### src/rtl/image_sender.sv
// Host-side image transmitter: streams a 14x14 binary image as 28 7-bit chunks and captures the BCD result.
// Optional WAIT abort counter enabled by defining IMAGE_SENDER_TIMEOUT_EN.
module image_sender #(
  parameter int SYNC_CYCLES = 2,
  parameter int TIMEOUT     = 255
) (
  input  logic         clk,
  input  logic         reset,
  input  logic         start,
  input  logic [195:0] image_in,
  input  logic         done_flag,
  input  logic [3:0]   result_bcd,
  output logic [6:0]   data_out,
  output logic         frame_flag,
  output logic         busy,
  output logic [3:0]   result,
  output logic         result_valid,
  output logic         timeout
);

  // state | meaning
  // IDLE  | waiting for start, reader held in reset
  // SYNC  | frame_flag low for SYNC_CYCLES so the reader resyncs
  // SEND  | streaming 28 chunks, LSB chunk first
  // WAIT  | frame_flag held high until done_flag (or abort)
  typedef enum logic [1:0] {IDLE, SYNC, SEND, WAIT} state_t;

  // One shared down-counter covers both the SYNC hold and the WAIT abort count.
  localparam int CNT_MAX = (SYNC_CYCLES > TIMEOUT) ? SYNC_CYCLES : TIMEOUT;
  localparam int TMR_W   = (CNT_MAX < 2) ? 1 : $clog2(CNT_MAX + 1);
  localparam logic [TMR_W-1:0] SYNC_LOAD = TMR_W'(SYNC_CYCLES - 1);
`ifdef IMAGE_SENDER_TIMEOUT_EN
  localparam logic [TMR_W-1:0] WAIT_LOAD = TMR_W'(TIMEOUT - 1);
`endif

  state_t             state, state_nx;
  logic [195:0]       shreg, shreg_nx;
  logic [4:0]         chunk_cnt, chunk_cnt_nx;
  logic [TMR_W-1:0]   tmr, tmr_nx;
  logic [6:0]         data_nx;
  logic               frame_nx, busy_nx, valid_nx, timeout_nx;
  logic [3:0]         result_nx;

  always_ff @(posedge clk) begin
    if (reset) begin
      state        <= IDLE;
      shreg        <= '0;
      chunk_cnt    <= '0;
      tmr          <= '0;
      data_out     <= '0;
      frame_flag   <= 1'b0;
      busy         <= 1'b0;
      result       <= '0;
      result_valid <= 1'b0;
      timeout      <= 1'b0;
    end else begin
      state        <= state_nx;
      shreg        <= shreg_nx;
      chunk_cnt    <= chunk_cnt_nx;
      tmr          <= tmr_nx;
      data_out     <= data_nx;
      frame_flag   <= frame_nx;
      busy         <= busy_nx;
      result       <= result_nx;
      result_valid <= valid_nx;
      timeout      <= timeout_nx;
    end
  end

  // Outputs are computed for the next state so every pin comes straight off a flop.
  always_comb begin
    state_nx     = state;
    shreg_nx     = shreg;
    chunk_cnt_nx = chunk_cnt;
    tmr_nx       = tmr;
    data_nx      = '0;
    frame_nx     = 1'b0;
    busy_nx      = 1'b1;
    result_nx    = result;
    valid_nx     = 1'b0;
    timeout_nx   = 1'b0;
    case (state)
      IDLE: begin
        busy_nx = 1'b0;
        if (start) begin
          shreg_nx     = image_in;
          chunk_cnt_nx = '0;
          tmr_nx       = SYNC_LOAD;
          busy_nx      = 1'b1;
          state_nx     = SYNC;
        end
      end
      SYNC: begin
        if (tmr == '0) begin
          frame_nx     = 1'b1;
          data_nx      = shreg[6:0];
          shreg_nx     = shreg >> 7;
          chunk_cnt_nx = 5'd27;
          state_nx     = SEND;
        end else begin
          tmr_nx = tmr - 1'b1;
        end
      end
      SEND: begin
        frame_nx = 1'b1;
        if (chunk_cnt == '0) begin
          state_nx = WAIT;
`ifdef IMAGE_SENDER_TIMEOUT_EN
          tmr_nx   = WAIT_LOAD;
`endif
        end else begin
          data_nx      = shreg[6:0];
          shreg_nx     = shreg >> 7;
          chunk_cnt_nx = chunk_cnt - 1'b1;
        end
      end
      WAIT: begin
        frame_nx = 1'b1;
        if (done_flag) begin
          result_nx = result_bcd;
          valid_nx  = 1'b1;
          busy_nx   = 1'b0;
          frame_nx  = 1'b0;
          state_nx  = IDLE;
        end
`ifdef IMAGE_SENDER_TIMEOUT_EN
        else if (tmr == '0) begin
          timeout_nx = 1'b1;
          busy_nx    = 1'b0;
          frame_nx   = 1'b0;
          state_nx   = IDLE;
        end else begin
          tmr_nx = tmr - 1'b1;
        end
`endif
      end
      default: begin
        busy_nx  = 1'b0;
        state_nx = IDLE;
      end
    endcase
  end

endmodule

### config.mk
export PLATFORM = sky130hd
export DESIGN_NAME = image_sender
export DESIGN_NICKNAME = d
export VERILOG_FILES = /design/src/rtl/image_sender.sv
export SDC_FILE = /design/constraint.sdc
export NUM_CORES = 1
export LEC_CHECK = 0
export ABC_AREA = 1
export CAP_MARGIN = 20
export CORE_MARGIN = 2
export CORE_UTILIZATION = 35
export CTS_CLUSTER_SIZE = 14
export DETAILED_ROUTE_END_ITERATION = 8
export GPL_ROUTABILITY_DRIVEN = 0
export GPL_TIMING_DRIVEN = 0
export PLACE_DENSITY_LB_ADDON = 0.2
export SYNTH_ARGS = -nofsm -noshare
export SYNTH_HDL_FRONTEND = slang
export SYNTH_SLANG_ARGS = --single-unit
### constraint.sdc
create_clock -name clk -period 3.76 [get_ports clk]
set_clock_uncertainty 0.15 [all_clocks]
set_input_delay 0.564 -clock clk [delete_from_list [all_inputs] [get_ports clk]]
set_output_delay 0.564 -clock clk [all_outputs]
set_load 0.02 [all_outputs]
# Word level (Yosys, flattened, before mapping)
# Cells that the tools add are included.
dict set report totals {
  regBits 225
  latchBits 0
  mem_bits_rw 0
  romBits 0
  in_bits 204
  out_inout_bits 15
  wordCells 56
  mem_count 0
}
dict set report op_classes {
  n_addsub 2
  multipliers 0
  div 0
  n_lt_le_gt_ge 0
  eq_ne 9
  shifts 0
  muxes 25
  bitwise 1
  reduce_logical 10
}
# operator n
set ops {}
lappend ops {{2-to-1 mux 196 bit} 3}
lappend ops {{one-hot mux 196 bit (3 select lines)} 1}
lappend ops {{2-to-1 mux 8 bit} 2}
lappend ops {{one-hot mux 8 bit (2 select lines)} 1}
lappend ops {{2-to-1 mux 5 bit} 3}
lappend ops {{one-hot mux 5 bit (3 select lines)} 1}
lappend ops {{2-to-1 mux 7 bit} 2}
lappend ops {{one-hot mux 7 bit (2 select lines)} 1}
lappend ops {{inequality test 2 bit (second input constant)} 6}
lappend ops {{zero test 8 bit} 1}
lappend ops {{2-to-1 mux 2 bit} 4}
lappend ops {{one-hot mux 2 bit (4 select lines)} 1}
lappend ops {{AND reduction 4 bit} 2}
lappend ops {{subtractor 8 x 1 -> 8 bit (second input constant)} 1}
lappend ops {{zero test 5 bit} 1}
lappend ops {{subtractor 5 x 1 -> 5 bit (second input constant)} 1}
lappend ops {{== test 2 bit (second input constant)} 2}
lappend ops {{2-to-1 mux 1 bit} 4}
lappend ops {{one-hot mux 1 bit (3 select lines)} 1}
lappend ops {{AND reduction 3 bit} 1}
lappend ops {{nonzero test 3 bit} 1}
lappend ops {{== test 2 x 1 -> 1 bit (second input constant)} 1}
lappend ops {{zero test 2 bit} 1}
lappend ops {{one-hot mux 1 bit (2 select lines)} 1}
lappend ops {{4 further kinds} 4}

# Depth between registers and ports, before layout
# Gate-level depths: netlist of the first run.
dict set report depth {
  depth_word 3
  mapped_depth 10
  mapped_depth_nobuf 9
}

# Worst setup path after synthesis of the first run
# Ideal clock, no wire load.
dict set report synth_path {
  path_kind {register to register}
  from {register state[0]}
  to {register chunk_cnt[2]}
  setup_ns 0.132
  arrival_time_ns 1.696
  required_time_ns 3.478
  setup_slack_ns 1.782
  stages_incl_launch_ff 10
  path_buffers 3
  synth_period_minus_slack_ns 1.978
  path_cell_list {dfxtp_1 inv_1 ha_1 buf_2 inv_2 clkbuf_1 clkbuf_1 nor2_1 nand4_1 a21oi_1}
}
dict set report synth_between {
  elab_chain_cells 3
  word_cells_on_any_way 9
  classes_between {eq/ne: 5; mux: 1; reduce/logical: 3}
}
# item line_no
set synth_lines {}
lappend synth_lines {{start, declared} 36} ;# state_t state, state_nx;
lappend synth_lines {{start signal, assigned} 57} ;# state <= state_nx;
lappend synth_lines {{== test 2 bit (tied with other cells)} 82} ;# case (state)
lappend synth_lines {{inequality test 2 bit (no line) / nonzero test 3 bit (equally long branches)} --}
lappend synth_lines {{AND reduction 4 bit (no line)} --}
lappend synth_lines {{end signal, assigned} 59} ;# chunk_cnt <= chunk_cnt_nx;
lappend synth_lines {{end, declared} 38} ;# logic [4:0] chunk_cnt, chunk_cnt_nx;
# Parallel ways exist; a longest one is shown, timed or not.
# A chain may end at the register's enable or synchronous reset.

# Final worst setup path of the first run
dict set report layout_path {
  from {register state[0]}
  to {register shreg[118]}
}
dict set report layout_between {
  elab_chain_cells 3
  word_cells_on_any_way 9
  classes_between {eq/ne: 5; mux: 1; reduce/logical: 3}
}
# item line_no
set layout_lines {}
lappend layout_lines {{== test 2 bit (tied with other cells)} 82}
lappend layout_lines {{inequality test 2 bit (no line) / nonzero test 3 bit (equally long branches)} --}
lappend layout_lines {{AND reduction 4 bit (no line)} --}
lappend layout_lines {{end signal, assigned} 58} ;# shreg <= shreg_nx;
lappend layout_lines {{end, declared} 37} ;# logic [195:0] shreg, shreg_nx;
# Parallel ways exist; a longest one is shown, timed or not.

==> results.json, run 1 <==
{
  "outcome": "finished, final reports clean",
  "die_h_um": 177,
  "syn_area_sq_um": 10500,
  "drc": 0,
  "start_kind": "flip-flop",
  "synth_top_flop_cell": "dfxtp_1",
  "via_per_inst": 4.64,
  "finalPower_w": 0.0123,
  "power_density_nw_per_um2": 877,
  "htreeDepth": 1,
  "min_period_over_period_pct": 78.7,
  "synth_most_common_cell": "nand2_1",
  "start_util_pct": 35.4,
  "post-dp-hpwl_um": 22500,
  "placed_cell_area_sq_um": 13100,
  "finalCriticalPeriod_ns": 2.96,
  "finalNetCount": 2134,
  "vias": 10800,
  "path_class": "flip-flop to flip-flop",
  "grt_pass1_wl_um": 49800,
  "synth_area_leaders": "dfxtp_1 (43%), nand2_1 (23%), nor2_1 (15%)",
  "n_fill_cell": 3099,
  "synth_cells": 1680,
  "yosys_warnings": 0,
  "arrival_ns": 3.27,
  "path_delay_family": "buffers and inverters",
  "critPathMaxFanout": 10,
  "path_buf_inv": 5,
  "drive_above_1_share_pct": 3.81,
  "yosys-top-cells-count": "nand2_1 (632), nor2_1 (428), dfxtp_1 (225), o21ai_0 (202), clkbuf_1 (78)",
  "fin_tns_setup_ns": 0,
  "crit_path_cell_trace": "inv_1, ha_1, buf_2, inv_2, clkbuf_1, clkbuf_1, nand2_1, nand2_1, o21ai_0, nor2_1",
  "slew_viol_final": 0,
  "io-pin-count": 219,
  "overflow": 0,
  "power_leakage_nw": 6.50,
  "fmax_mhz": 338,
  "synth_top_area_share_pct": 43.0,
  "async_flop_share_pct": 0,
  "synth_area_leader_cell": "dfxtp_1",
  "clkTransAtPathRegs_ns": 0.06,
  "worst_pin_slew_ns": 1.03,
  "slowest_delay_ns": 0.81,
  "design_area_sq_um": 14000,
  "drt-initial-drc-count": 652,
  "dr.pass1.iters": 7,
  "cts_hold_buf": 0,
  "finalHoldViolations": 0,
  "required_ns": 4.07,
  "grt_pass1_vias": 10300,
  "cts_tree": "done",
  "area.growth.synth_to_final_pct": 33.6,
  "synth_nets": 1890,
  "portBuffers": 217,
  "ys_seq_elements": 225,
  "ant_nets": 0,
  "whs_ns": 0.325,
  "dieArea_sq_um": 31300,
  "synthDistinctLibCells": 25,
  "wire_per_inst_um": 13.2,
  "rsz0062_at_grt": "no",
  "cts_resized": 0,
  "antenna_found_initial": 6,
  "drt-total-wl_um": 30900,
  "hp-class": "flip-flop to flip-flop",
  "ys_seq_area_share_pct": 43.0,
  "clockBufferDepth": 3,
  "grt_max_degree": 13,
  "slew_headroom_pct": 31.4,
  "coreArea_sq_um": 29600,
  "clock_latency_ns": 0.53,
  "core.rowCount": 63,
  "stdcell_count": 2333,
  "crit_slowest_cell": "clkbuf_1",
  "endpoint_kind": "flip-flop",
  "clockRootBuffer": "clkbuf_16",
  "die_x_um": 177,
  "maxCapViolations": 0,
  "setup_viol": 0,
  "cts_sinks": 225,
  "dp.cells": 2287,
  "cts_buffers": 25,
  "syn_avg_cell_area_sq_um": 6.23,
  "synth_edf_count": 0,
  "gr-usage-all-layers_pct": 19.5,
  "peakVddDrop_uv": 338,
  "cts_setup_buffers": 0
}
-- cells by family after synthesis --
| logic type | after synthesis | share of synthesized area (%) |
|---|---|---|
| and+or+nand+nor | 1087 | 39.6 |
| DFF | 225 | 43.0 |
| AOI/OAI and AO/OA | 219 | 10.6 |
| buffers and inverters | 139 | 5.75 |
| adders and majority gates | 6 | 0.717 |
| xor gates and xnor gates | 3 | 0.251 |
| other | 1 | 0.0358 |
-- sequential cells by signal, indices dropped and copies added, names as in the netlist --
name,cells
chunk_cnt,5
state,2
result,4
frame_flag,1
data_out,7
shreg,196
result_valid,1
tmr,8
busy,1
-- worst register-to-register path, cell delays in order, from the launching register on --
cell and delay [ns]:
dfxtp_1 0.35, inv_1 0.08, ha_1 0.29, buf_2 0.16, inv_2 0.23, clkbuf_1 0.81
clkbuf_1 0.42, nand2_1 0.13, nand2_1 0.08, o21ai_0 0.09, nor2_1 0.11
-- worst paths after layout --
path | end | slack, ns | cells after the start | startpoint
setup / recovery | shreg[118]$_SDFFE_PP0P_ | 0.80 | 10 | state[0]$_SDFFE_PP0P_
hold / removal | data_out[0]$_SDFF_PP0_ | 0.32 | 1 | shreg[0]$_SDFFE_PP0P_
setup reg to reg | shreg[118]$_SDFFE_PP0P_ | 0.80 | 10 | state[0]$_SDFFE_PP0P_
hold reg to reg | data_out[0]$_SDFF_PP0_ | 0.32 | 1 | shreg[0]$_SDFFE_PP0P_
-- cell type report --
type	count	area, sq um	share of cell area [%]
inverter	28	105	0.751
clock buffer	39	768	5.49
tap	390	488	3.49
clock inverter	5	81.3	0.581
antenna	2	5.00	0.0358
timing repair buffer	217	2170	15.5
multi-input combinational	1316	5370	38.4
buffer	111	497	3.55
sequential	225	4500	32.2
-- metal layers --
metal	track usage (%)	wire length [um]
met5	0	40
met4	6.44	762
met3	4.19	2220
met2	31.5	13600
met1	25.8	14300
-- power breakdown --
part / switching (W) / leakage, nW / total (W) / internal [W]
combinational: 0.00406 / 4.22 / 0.00607 / 0.00201
clock: 0.000997 / 0.416 / 0.00253 / 0.00153
sequential: 0.000412 / 1.86 / 0.00366 / 0.00325
-- metrics by stage --
stage / worst slack [ns] / util, %
after CTS: 0.730 / 47.3
after floorplan: 1.78 / -
after detailed placement: 0.741 / 44.4
final: 0.802 / 47.3
after global placement: 0.776 / 44.4
after global routing: 0.527 / 47.3
-- layout by cell type, fill, tap and decap left out, types with 3 or more instances in the layout --
| master | instances |
|---|---|
| clkbuf_16 | 25 |
| nand3_1 | 10 |
| nor3b_1 | 7 |
| dfxtp_1 | 225 |
| nand2_1 | 632 |
| xor2_1 | 3 |
| clkbuf_1 | 83 |
| ha_1 | 6 |
| clkbuf_8 | 9 |
| buf_2 | 11 |
| o21ai_0 | 202 |
| clkdlybuf4s50_1 | 217 |
| buf_4 | 17 |
| inv_1 | 27 |
| nand4_1 | 5 |
| nor2_1 | 428 |
| buf_1 | 3 |
| a21oi_1 | 15 |
Note: power is estimated with default switching activity, not from simulation.
==> run 2: changes to the inputs <==
==> constraint.sdc (replaced) <==
create_clock -name clk -period 3.1 [get_ports clk]
set_clock_uncertainty 0.15 [all_clocks]
set_input_delay 0.465 -clock clk [delete_from_list [all_inputs] [get_ports clk]]
set_output_delay 0.465 -clock clk [all_outputs]
set_load 0.02 [all_outputs]
==> run 2 against run 1 <==
  * Core utilization about the same
  * Global-route usage unchanged
  * Final cell count unchanged
  * Register-to-register slack got worse by 0.42 ns
  * Die area unchanged
  * Via count about the same
  * Flip-flop and latch count unchanged
  * Cell area about the same
  * Critical path type unchanged
  * Critical endpoint is now data_out[2]$_SDFF_PP0_
==> results.json, run 2 (synthesis gave the netlist of run 1 again) <==
{
  "ff2ff_path_depth": 7,
  "die_h_um": 177,
  "drc": 0,
  "outcome": "finished, final reports clean",
  "grt_pass1_vias": 10300,
  "cts_sinks": 225,
  "cts_setup_buffers": 0,
  "reg.largest.list": "shreg (196), tmr (8), data_out (7)",
  "final_common_cell": "nand2_1",
  "wire_per_inst_um": 13.2,
  "fmax_mhz": 368,
  "core.rowCount": 63,
  "grt_max_degree": 13,
  "maxCapViolations": 0,
  "reg2reg_to": "data_out[2]$_SDFF_PP0_",
  "coreArea_sq_um": 29600,
  "start_util_pct": 35.4,
  "slew_viol_final": 0,
  "power_leakage_nw": 6.50,
  "antenna_found_initial": 6,
  "required_ns": 3.38,
  "arrival_ns": 3.00,
  "grt_pass1_wl_um": 49800,
  "clockBufferDepth": 3,
  "vias": 10800,
  "io-pin-count": 219,
  "drive_above_1_share_pct": 3.86,
  "rsz0062_at_grt": "no",
  "drt-total-wl_um": 30900,
  "area.growth.synth_to_final_pct": 33.6,
  "crit_start": "state[1]$_SDFFE_PP0P_",
  "slew_headroom_pct": 49.1,
  "clock_latency_ns": 0.53,
  "die_x_um": 177,
  "dr.pass1.iters": 7,
  "path_class": "flip-flop to flip-flop",
  "portBuffers": 217,
  "cts_buffers": 25,
  "critPathMaxFanout": 10,
  "start_kind": "flip-flop",
  "finalNetCount": 2134,
  "layout_common_cells": "nand2_1 (632), nor2_1 (428), dfxtp_1 (225)",
  "r2r_start": "state[1]$_SDFFE_PP0P_",
  "hp-class": "flip-flop to flip-flop",
  "htreeDepth": 1,
  "min_period_over_period_pct": 87.6,
  "clkTransAtPathRegs_ns": 0.06,
  "worst_pin_slew_ns": 0.764,
  "fin_tns_setup_ns": 0,
  "clockRootBuffer": "clkbuf_16",
  "overflow": 0,
  "finalHoldViolations": 0,
  "via_per_inst": 4.64,
  "ant_nets": 0,
  "drt-initial-drc-count": 652,
  "hp-start": "shreg[0]$_SDFFE_PP0P_",
  "endpoint_kind": "flip-flop",
  "power_density_nw_per_um2": 1060,
  "gr-usage-all-layers_pct": 19.5,
  "r2r_slack_ns": 0.38,
  "largest_reg_flops": 196,
  "worstSetupEndpoint": "data_out[2]$_SDFF_PP0_",
  "post-dp-hpwl_um": 22500,
  "dieArea_sq_um": 31300,
  "largest_register": "shreg",
  "cts_tree": "done",
  "final_util_pct": 47.3,
  "finalCriticalPeriod_ns": 2.72,
  "peakVddDrop_uv": 411,
  "setup_viol": 0
}
==> run 2: cell types whose count changed in the layout (fill, tap and decap cells not counted) <==
cell,change
clkbuf_2,+1
clkbuf_1,-1
==> run 2: how the worst min path moves through the flow <==
stage / end / cells past startpoint
3_5_place_dp: shreg[1]$_SDFFE_PP0P_ / 2
6_report: data_out[0]$_SDFF_PP0_ / 1
4_1_cts: data_out[0]$_SDFF_PP0_ / 1
2_1_floorplan: shreg[2]$_SDFFE_PP0P_ / 2
3_3_place_gp: shreg[4]$_SDFFE_PP0P_ / 2
5_1_grt: data_out[1]$_SDFF_PP0_ / 1
==> run 2: where the power goes <==
part           internal, W  leakage, nW  switching [W]
registers          0.00394         1.86       0.000500
logic              0.00244         4.23        0.00493
clock network      0.00186        0.416        0.00121
==> run 2: metal layers <==
metal | track usage (%) | vias to the layer above | routed length, um
met5 | 0 | - | 40
met4 | 6.44 | 6 | 759
met3 | 4.19 | 58 | 2220
met2 | 31.5 | 279 | 13500
met1 | 25.8 | 4792 | 14300
li1 | - | 5698 | -
==> run 2: area by class of cell <==
cell class	count	area (sq um)
multi-input cells	1316	5370
repair buffers	217	2170
clock inverters	5	81.3
plain buffers	111	498
clock buffers	39	768
fillers	3098	15600
flip-flops and latches	225	4500
inverters	28	105
diodes	2	5.00
well taps	390	488
==> run 2: timing repair <==
item                                    in CTS  in global routing
endpoints found under the setup margin       0                 57
hold buffers                                 0                  0
gates resized for setup                      0                  3
==> run 2: worst max-delay path, cell delays in order, from the launching register on <==
cell,delay (ns)
dfxtp_1,0.36
inv_1,0.08
ha_1,0.27
buf_2,0.17
clkbuf_1,0.52
buf_1,0.47
nand2_1,0.33
nor3b_1,0.28
==> run 2: metrics by stage <==
step	setup WS (ns)	std cells	hold slack (ns)	cell area (sq um)	power [W]
2_1_floorplan	1.12	1680	0.297	10500	0.00974
3_3_place_gp	0.116	2287	0.310	13100	0.0118
3_5_place_dp	0.0805	2287	0.315	13100	0.0119
4_1_cts	0.0698	2331	0.325	14000	0.0150
5_1_grt	0.0812	2333	0.340	14000	0.0164
6_report	0.384	2333	0.325	14000	0.0149
